==> src/rtl/perf_stat_pkg.sv <==
// ---------------------------------------------------------------------------
// perf_stat_pkg
// Shared constants for the performance-counter display path: the counter
// select codes, special segment patterns and display geometry.
// No ports (package).
// ---------------------------------------------------------------------------
package perf_stat_pkg;

  // Number of hex digits on the multiplexed display
  localparam int DIGITS  = 8;

  // Number of statistics counters that can be selected
  localparam int NUM_CNT = 5;

  // Counter select codes; anything above SEL_LU is invalid
  localparam logic [2:0] SEL_TOTAL   = 3'd0;
  localparam logic [2:0] SEL_COND    = 3'd1;
  localparam logic [2:0] SEL_UNCOND  = 3'd2;
  localparam logic [2:0] SEL_COND_OK = 3'd3;
  localparam logic [2:0] SEL_LU      = 3'd4;

  // Active-low segment patterns {dp,g,f,e,d,c,b,a}
  localparam logic [7:0] SEG_BLANK = 8'hFF;
  localparam logic [7:0] SEG_DASH  = 8'hBF;

endpackage

==> src/rtl/seg7_hex_decode.sv <==
// ---------------------------------------------------------------------------
// seg7_hex_decode
// Purely combinational hex nibble to 7-segment decoder, active-low outputs.
// Lower-case glyphs are used for b and d so they differ from 8 and 0.
//   nibble_i : 4-bit value to show (0..F)
//   seg_o    : segments {g,f,e,d,c,b,a}, 0 = segment lit
// ---------------------------------------------------------------------------
module seg7_hex_decode (
  input  logic [3:0] nibble_i,
  output logic [6:0] seg_o
);

  // Straight lookup of the sixteen hex glyphs
  always_comb begin
    seg_o = 7'h7F;
    case (nibble_i)
      4'h0: seg_o = 7'h40;
      4'h1: seg_o = 7'h79;
      4'h2: seg_o = 7'h24;
      4'h3: seg_o = 7'h30;
      4'h4: seg_o = 7'h19;
      4'h5: seg_o = 7'h12;
      4'h6: seg_o = 7'h02;
      4'h7: seg_o = 7'h78;
      4'h8: seg_o = 7'h00;
      4'h9: seg_o = 7'h10;
      4'hA: seg_o = 7'h08;
      4'hB: seg_o = 7'h03;
      4'hC: seg_o = 7'h46;
      4'hD: seg_o = 7'h21;
      4'hE: seg_o = 7'h06;
      4'hF: seg_o = 7'h0E;
      default: seg_o = 7'h7F;
    endcase
  end

endmodule

==> src/rtl/perf_stat_display.sv <==
// ---------------------------------------------------------------------------
// perf_stat_display
// Shows one of the five CPU performance counters as 8 hex digits on the
// board's multiplexed 7-segment display. All counters are frozen together
// when the halt lock rises so the values read off the board are coherent,
// and the shown counter can either be picked manually or auto-rotated.
//   clk, rst            : system clock, synchronous active-high reset
//   lock                : halt lock from the counter block (1 = halted)
//   total .. lu_times   : live 32-bit statistics counters
//   sel                 : manual counter select (5..7 show dashes)
//   auto_rot            : 1 = rotate through counters, ignoring sel
//   an                  : digit enables, active-low, bit 0 = least significant
//   seg                 : segments {dp,g,f,e,d,c,b,a}, active-low
//   cur_sel             : counter index currently displayed
// ---------------------------------------------------------------------------
module perf_stat_display
  import perf_stat_pkg::*;
#(
  parameter int SCAN_DIV   = 50000,
  parameter int ROT_FRAMES = 1000
) (
  input  logic        clk,
  input  logic        rst,
  input  logic        lock,
  input  logic [31:0] total,
  input  logic [31:0] conditional,
  input  logic [31:0] unconditional,
  input  logic [31:0] conditional_success,
  input  logic [31:0] lu_times,
  input  logic [2:0]  sel,
  input  logic        auto_rot,
  output logic [7:0]  an,
  output logic [7:0]  seg,
  output logic [2:0]  cur_sel
);

  localparam int DIV_W = (SCAN_DIV > 1) ? $clog2(SCAN_DIV) : 1;
  localparam int FRM_W = (ROT_FRAMES > 1) ? $clog2(ROT_FRAMES) : 1;
  localparam logic [DIV_W-1:0] DIV_LAST   = DIV_W'(SCAN_DIV - 1);
  localparam logic [FRM_W-1:0] FRM_LAST   = FRM_W'(ROT_FRAMES - 1);
  localparam logic [2:0]       DIGIT_LAST = 3'(DIGITS - 1);

  logic [31:0]      live   [NUM_CNT];
  logic [31:0]      snap_q [NUM_CNT];
  logic             lock_q;
  logic             autoRot_q;
  logic [DIV_W-1:0] divCnt_q,   divCnt_d;
  logic [2:0]       digitIdx_q, digitIdx_d;
  logic [FRM_W-1:0] frameCnt_q, frameCnt_d;
  logic [2:0]       rot_q,      rot_d;
  logic [2:0]       curSel_q,   curSel_d;
  logic [7:0]       an_q,       an_d;
  logic [7:0]       seg_q,      seg_d;
  logic             divWrap, digitWrap, frameWrap;
  logic [31:0]      selVal;
  logic             selValid;
  logic [3:0]       nibble;
  logic [6:0]       hexSeg;

  assign live[SEL_TOTAL]   = total;
  assign live[SEL_COND]    = conditional;
  assign live[SEL_UNCOND]  = unconditional;
  assign live[SEL_COND_OK] = conditional_success;
  assign live[SEL_LU]      = lu_times;

  // Snapshot registers track the live counters every cycle, except that once
  // lock has been high for more than one cycle they hold. The rising-edge
  // cycle itself still loads, which captures the value present when the
  // program halted.
  always_ff @(posedge clk) begin
    if (rst) begin
      lock_q <= 1'b0;
      for (int i = 0; i < NUM_CNT; i++) snap_q[i] <= '0;
    end else begin
      lock_q <= lock;
      if (!(lock && lock_q)) begin
        for (int i = 0; i < NUM_CNT; i++) snap_q[i] <= live[i];
      end
    end
  end

  // Scan timing: a clock divider picks the digit slot, eight slots make a
  // frame, and the frame counter paces the auto-rotate.
  always_comb begin
    divWrap    = (divCnt_q == DIV_LAST);
    digitWrap  = divWrap && (digitIdx_q == DIGIT_LAST);
    frameWrap  = digitWrap && (frameCnt_q == FRM_LAST);
    divCnt_d   = divWrap ? '0 : divCnt_q + DIV_W'(1);
    digitIdx_d = divWrap ? digitIdx_q + 3'd1 : digitIdx_q;
    frameCnt_d = frameCnt_q;
    if (digitWrap) frameCnt_d = frameWrap ? '0 : frameCnt_q + FRM_W'(1);
  end

  // Rotate index restarts at the first counter when auto-rotate is switched
  // on and otherwise steps once per rotate period; it simply holds while
  // auto-rotate is off. cur_sel follows the next rotate value so the restart
  // is visible on the same edge as the switch-on.
  always_comb begin
    rot_d = rot_q;
    if (auto_rot && !autoRot_q) begin
      rot_d = SEL_TOTAL;
    end else if (auto_rot && frameWrap) begin
      rot_d = (rot_q == SEL_LU) ? SEL_TOTAL : rot_q + 3'd1;
    end
    curSel_d = auto_rot ? rot_d : sel;
  end

  // Pick the frozen counter being shown and the nibble for the active digit.
  // Out-of-range selects are flagged so every digit shows a dash.
  always_comb begin
    selVal   = snap_q[SEL_TOTAL];
    selValid = 1'b1;
    case (curSel_q)
      SEL_TOTAL:   selVal = snap_q[SEL_TOTAL];
      SEL_COND:    selVal = snap_q[SEL_COND];
      SEL_UNCOND:  selVal = snap_q[SEL_UNCOND];
      SEL_COND_OK: selVal = snap_q[SEL_COND_OK];
      SEL_LU:      selVal = snap_q[SEL_LU];
      default:     selValid = 1'b0;
    endcase
    nibble = selVal[{digitIdx_q, 2'b00} +: 4];
  end

  seg7_hex_decode u_decode (
    .nibble_i (nibble),
    .seg_o    (hexSeg)
  );

  // Next pin values. The decimal point on the least significant digit acts
  // as the halt indicator.
  always_comb begin
    an_d  = ~(8'b1 << digitIdx_q);
    seg_d = selValid ? {1'b1, hexSeg} : SEG_DASH;
    if (lock && (digitIdx_q == 3'd0)) seg_d[7] = 1'b0;
  end

  // All counters and the pin registers, so the board sees glitch-free
  // digit enables and segments.
  always_ff @(posedge clk) begin
    if (rst) begin
      divCnt_q   <= '0;
      digitIdx_q <= 3'd0;
      frameCnt_q <= '0;
      rot_q      <= SEL_TOTAL;
      autoRot_q  <= 1'b0;
      curSel_q   <= SEL_TOTAL;
      an_q       <= 8'hFF;
      seg_q      <= SEG_BLANK;
    end else begin
      divCnt_q   <= divCnt_d;
      digitIdx_q <= digitIdx_d;
      frameCnt_q <= frameCnt_d;
      rot_q      <= rot_d;
      autoRot_q  <= auto_rot;
      curSel_q   <= curSel_d;
      an_q       <= an_d;
      seg_q      <= seg_d;
    end
  end

  assign an      = an_q;
  assign seg     = seg_q;
  assign cur_sel = curSel_q;

endmodule

==> config.mk <==
export PLATFORM = sky130hd
export DESIGN_NAME = perf_stat_display
export DESIGN_NICKNAME = d
export VERILOG_FILES = /design/src/rtl/perf_stat_pkg.sv /design/src/rtl/seg7_hex_decode.sv /design/src/rtl/perf_stat_display.sv
export SDC_FILE = /design/constraint.sdc
export NUM_CORES = 1
export LEC_CHECK = 0
export BUFFER_PORTS_ARGS = -buffer_cell sky130_fd_sc_hd__clkbuf_2
export CAP_MARGIN = 5
export CORE_MARGIN = 4
export CORE_UTILIZATION = 54
export CTS_BUF_LIST = sky130_fd_sc_hd__clkbuf_4
export CTS_CLUSTER_SIZE = 20
export DETAILED_ROUTE_END_ITERATION = 8
export HOLD_SLACK_MARGIN = 0.03
export PLACE_DENSITY = 0.74
export RECOVER_POWER = 100
export SLEW_MARGIN = 20
export SYNTH_ARGS = -nofsm -noshare
export SYNTH_HDL_FRONTEND = slang
export SYNTH_SLANG_ARGS = --single-unit
==> constraint.sdc <==
create_clock -name clk -period 9.57 [get_ports clk]
set_input_delay 1.914 -clock clk [delete_from_list [all_inputs] [get_ports clk]]
set_output_delay 1.914 -clock clk [all_outputs]
set_load 0.02 [all_outputs]
Word-level counts from Yosys, hierarchy flattened
Memories as Yosys holds them, arrays and structs flattened.
Index checks and enable logic that the tools add are counted.

operators by class
  add/sub/neg operators = 4
  equality and inequality tests = 8
  shift-type cells = 2
  multiplexer cells = 19
  bitwise gates (word level) = 7
  reductions and logical operators = 12

operators by type and width
  cell                                              count
  two-way mux 32 bit                                5
  case mux 32 bit (4 select lines)                  1
  variable part select 32 x 6 -> 4 bit              1
  adder 16 x 1 -> 16 bit (second input constant)    1
  == test 16 bit (second input constant)            1
  two-way mux 3 bit                                 4
  adder 10 x 1 -> 10 bit (second input constant)    1
  == test 10 bit (second input constant)            1
  two-way mux 10 bit                                1
  == test 3 bit (second input constant)             3
  inverter 8 bit                                    1
  left shift 1 x 3 -> 8 bit (first input constant)  1
  two-way mux 1 bit                                 7
  two-way mux 7 bit                                 1
  adder 3 x 1 -> 3 bit (second input constant)      2
  == test 3 x 2 -> 1 bit (second input constant)    2
  logical AND 1 bit                                 6
  logical NOT 3 bit                                 2
  bitwise OR 1 bit                                  5
  OR reduction 5 bit                                1
  OR reduction 2 bit                                2
  == test 3 x 1 -> 1 bit (second input constant)    1
  logical NOT 1 bit                                 1
  inverter 1 bit                                    1

word-level totals
  register bits after elaboration = 53
  memory bits (writable) = 160
  bits in read-only memories = 112
  input bits = 167
  output and inout port bits = 19
  logic and storage cells = 64
  memories kept = 2

memory list
  name              depth  bits a word  rd ports  clocked after Yosys merged registers in  wr ports  RTL line                 source
  snap_q            5      32           5         0                                        5         perf_stat_display.sv:44  logic [31:0] snap_q [NUM_CNT];
  (name not given)  16     7            1         0                                        0         seg7_hex_decode.sv:16    case (nibble_i)

Depth between registers and ports, before layout
  depth after elaboration = 7
  gate-level depth with buffers = 17
  mapped depth without buffers = 11

By module
Synthesis repeated with hierarchy kept, for this count alone.

unflattened totals
  cells, all modules = 840
  area, all modules = 10,057.1 um^2

modules (own cells, without submodules)
  module             instances  cells an instance  area an instance (um^2)  sequential area each (um^2)
  perf_stat_display  1          808                9,781.9                  5,865.6
  seg7_hex_decode    1          32                 275.3                    0.0

Worst setup path after synthesis
OpenSTA, ideal clock, no wires.

  kind = input to register
  start point = input rst
  end point = memory snap_q[0][0], enable pin
  setup time = 1,333 ps
  data arrival time = 4,837 ps
  required time = 8,237 ps
  path slack = 3,401 ps
  stages on the path = 3
  buffers on the path = 1
  path through = clkbuf_1 -> nor2b_1 -> nand2_1

RTL lines
  item                RTL line                 source
  start: declaration  perf_stat_display.sv:23  input logic rst,
  end: declaration    perf_stat_display.sv:44

==> metrics.md <==
| Metric | Value |
|---|---|
| Status | `finished, violations left` |
| Failing checks | `max-capacitance violations, max-slew violations` |
| FF-to-FF path depth | `8` |
| Synth Warn # | `0` |
| Tot GR Track Use | `0.212` |
| WL final | `22.5 mm` |
| RSZ-0062 raised after global routing | `no` |
| Initial antenna violation count | `0` |
| Pins over their slew limit | `259` |
| Met2 WL post-DR | `11.1 mm` |
| Number of CTS-inserted buffers | `54` |
| Largest net degree at the start of global routing | `161` |
| Setup Skew | `0.0397 ns` |
| Setup slack after layout | `3.68 ns` |
| Hold EP | `divCnt_q[0]$_SDFF_PP0_` |
| LEAKAGE | `0.00462 uW` |
| Starting Density | `0.552` |
| Htree depth | `2` |
| Root buffer cell | `clkbuf_4` |
| # rows | `49` |
| CTS tree | `built` |
| Die H | `144 microns` |
| Reg2reg start | `cur_sel[0]$_SDFF_PP0_` |
| Vias in the first global route | `6767` |
| Worst-path clk slew | `0.07 ns` |
| Worst Min Path Start | `divCnt_q[0]$_SDFF_PP0_` |
| Total power | `1960 uW` |
| Antenna Nets Post-Route | `0` |
| Largest fanout on the critical path | `160` |
| RD Place Congestion | `0.890` |
| Fmax | `170 MHz` |
| CP required | `10.06 ns` |
| Iteration-0 DRC Markers | `555` |
| Worst path arrival time | `6.38 ns` |
| Cts hold-fix bufs | `0` |
| Dpl ws | `4.99 ns` |
| Mapped cell area | `0.00994 sq mm` |
| Reg2reg end | `seg[4]$_SDFF_PP1_` |
| Slew HR | `-2.23` |
| Vias | `6955` |
| CP Class | `input pin to flop` |
| Number of gates resized after cts | `0` |
| Wire length on met3 | `1.48 mm` |
| PwrDens | `169 mW/mm^2` |
| Post-synthesis instance total | `822` |
| # fillers | `1468` |
| # Post-CTS Setup Buffers | `0` |
| Post-layout net count | `1205` |
| Least-Margin Pin Slew | `4.85 ns` |
| Post-Syn Nets | `1004` |
| First-pass detailed-route iteration total | `5` |
| Setup violators final | `0` |
| Post-synth EDFFs | `160` |
| Tcrit/Tclk final | `0.615` |
| Max cap viols | `4` |
| Gr ovfl total | `0` |
| Seq cells post-synth | `213` |
| Most used DFF post-synth | `edfxtp_1` |
| WL per Instance | `17.4 microns` |
| DP HPWL | `15.4 mm` |
| Number of remaining DRC errors | `0` |
| Seq/Total Area, Yosys | `0.590` |
| Highest routed layer | `met4` |
| Drt via density | `5.39` |
| Synth cell types | `78` |
| WL met1 | `9.53 mm` |
| Crit. End Element | `flop` |
| Hold Vio Cnt, Final | `0` |
| Core Region | `0.0180 sq mm` |
| Worst Hold Depth | `1` |
| Final TNS setup | `0 ns` |
| Ys async rst share | `0` |
| Reg2Reg Setup Slack | `3.78 ns` |
| Clock Latency Late Sink | `0.66 ns` |
| Maximum VDD drop | `0.0884 mV` |
| Post-layout util | `0.642` |
| Crit start category | `input pin` |
| Mean Syn Cell Area | `12.1 sq um` |
| Area Growth Syn to Fin | `16.4%` |
| Hold WC Path Type | `flop to flop` |
| Share of layout cells above drive strength 1 | `0.255` |
| Global-route wire length before repair | `33.9 mm` |
| Die ar. | `0.0206 sq mm` |
| Die X | `144 microns` |
| # clock sinks | `213` |
| Io pins | `186` |
| Final worst path period need | `5.89 ns` |
| PortBufs | `185` |
| Clock Path Buffers | `3` |
[registers in the layout, summed over array words and instances, names as in the netlist]
signal and count:
an 8, autoRot_q 1, cur_sel 3, digitIdx_q 3
divCnt_q 16, frameCnt_q 10, lock_q 1, rot_q 3
seg 8, snap_q 160
[cell usage after synthesis, types with 15 or more instances]
cell type,n,area (sq um)
and2_1,163,1020
inv_1,17,63.8
mux2i_1,32,320
o21ai_0,16,80.1
a21oi_1,27,135
edfxtp_1,160,4800
clkbuf_1,27,101
nor2_1,52,195
nand2_1,34,128
nand3_1,17,85.1
nand3b_1,22,165
dfxtp_1,53,1060
ha_1,15,188
[placed cells by master, fill, tap and decap left out, types with 22 or more instances in the layout]
cell / count
clkbuf_2: 168
edfxtp_1: 160
and2_0: 119
clkbuf_4: 76
nor2_1: 52
dfxtp_1: 52
and2_1: 44
nand2_1: 34
mux2i_1: 32
a21oi_1: 26
nand3b_1: 22
[per-stage QoR]
stage | std cells | area [sq um] | hold slack, ns
global placement | 1195 | 11000 | 0.449
global route | 1289 | 11600 | 0.525
detailed placement | 1195 | 11000 | 0.463
CTS | 1288 | 11600 | 0.478
floorplan | 822 | 9940 | 0.430
finish | 1291 | 11600 | 0.476
[report_power, final]
part | internal [uW] | switching [uW] | leakage [uW] | total, uW
clock network | 365 | 351 | 0.000380 | 716
registers | 1050 | 20.3 | 0.00227 | 1070
logic | 78.2 | 91.5 | 0.00197 | 170
total | 1490 | 463 | 0.00462 | 1960
[layout make-up]
type / instances / area [sq um] / share of cell area
timing repair buffer: 192 / 962 / 0.0831
tap: 229 / 287 / 0.0247
clock buffer: 76 / 571 / 0.0493
clock inverter: 17 / 72.6 / 0.00627
multi-input combinational: 543 / 3740 / 0.323
sequential: 213 / 5870 / 0.507
antenna: 2 / 5.00 / 0.000432
inverter: 19 / 71.3 / 0.00616
[kinds of logic (layout without fill, tap and decap cells)]
| kind of cell | count (synthesis) | in the layout | synth area share |
|---|---|---|---|
| buffers and inverters | 66 | 304 | 0.0323 |
| other | 0 | 2 | 0 |
| XOR/XNOR | 21 | 21 | 0.0185 |
| flip-flops | 213 | 213 | 0.590 |
| AND/OR/NAND/NOR | 342 | 342 | 0.199 |
| AO/OA/AOI/OAI | 120 | 120 | 0.0841 |
| multiplexers | 45 | 45 | 0.0575 |
| adder cells (fa/ha/maj) | 15 | 15 | 0.0189 |
[layer usage]
metal / vias up / track usage
met4: 0 / 0.0600
met1: 3252 / 0.282
met2: 260 / 0.354
li1: 3403 / -
met3: 40 / 0.0486
met5: - / 0
[critical path: stages]
cell and delay [ns]:
clkbuf_1 0.32, a21oi_4 0.21, clkbuf_1 3.37, and2_0 0.43
[worst max-delay path by stage]
stage | start | endpoint | slack (ns)
global placement | rst | snap_q[0][102]$_SDFFCE_PN0P_ | 5.05
detailed placement | rst | snap_q[0][70]$_SDFFCE_PN0P_ | 4.99
CTS | cur_sel[0]$_SDFF_PP0_ | cur_sel[0] | 5.44
finish | rst | snap_q[0][52]$_SDFFCE_PN0P_ | 3.68
floorplan | rst | snap_q[0][0]$_SDFFCE_PN0P_ | 3.40
global route | rst | snap_q[0][52]$_SDFFCE_PN0P_ | 2.91
(Power assumes the default switching activity.)
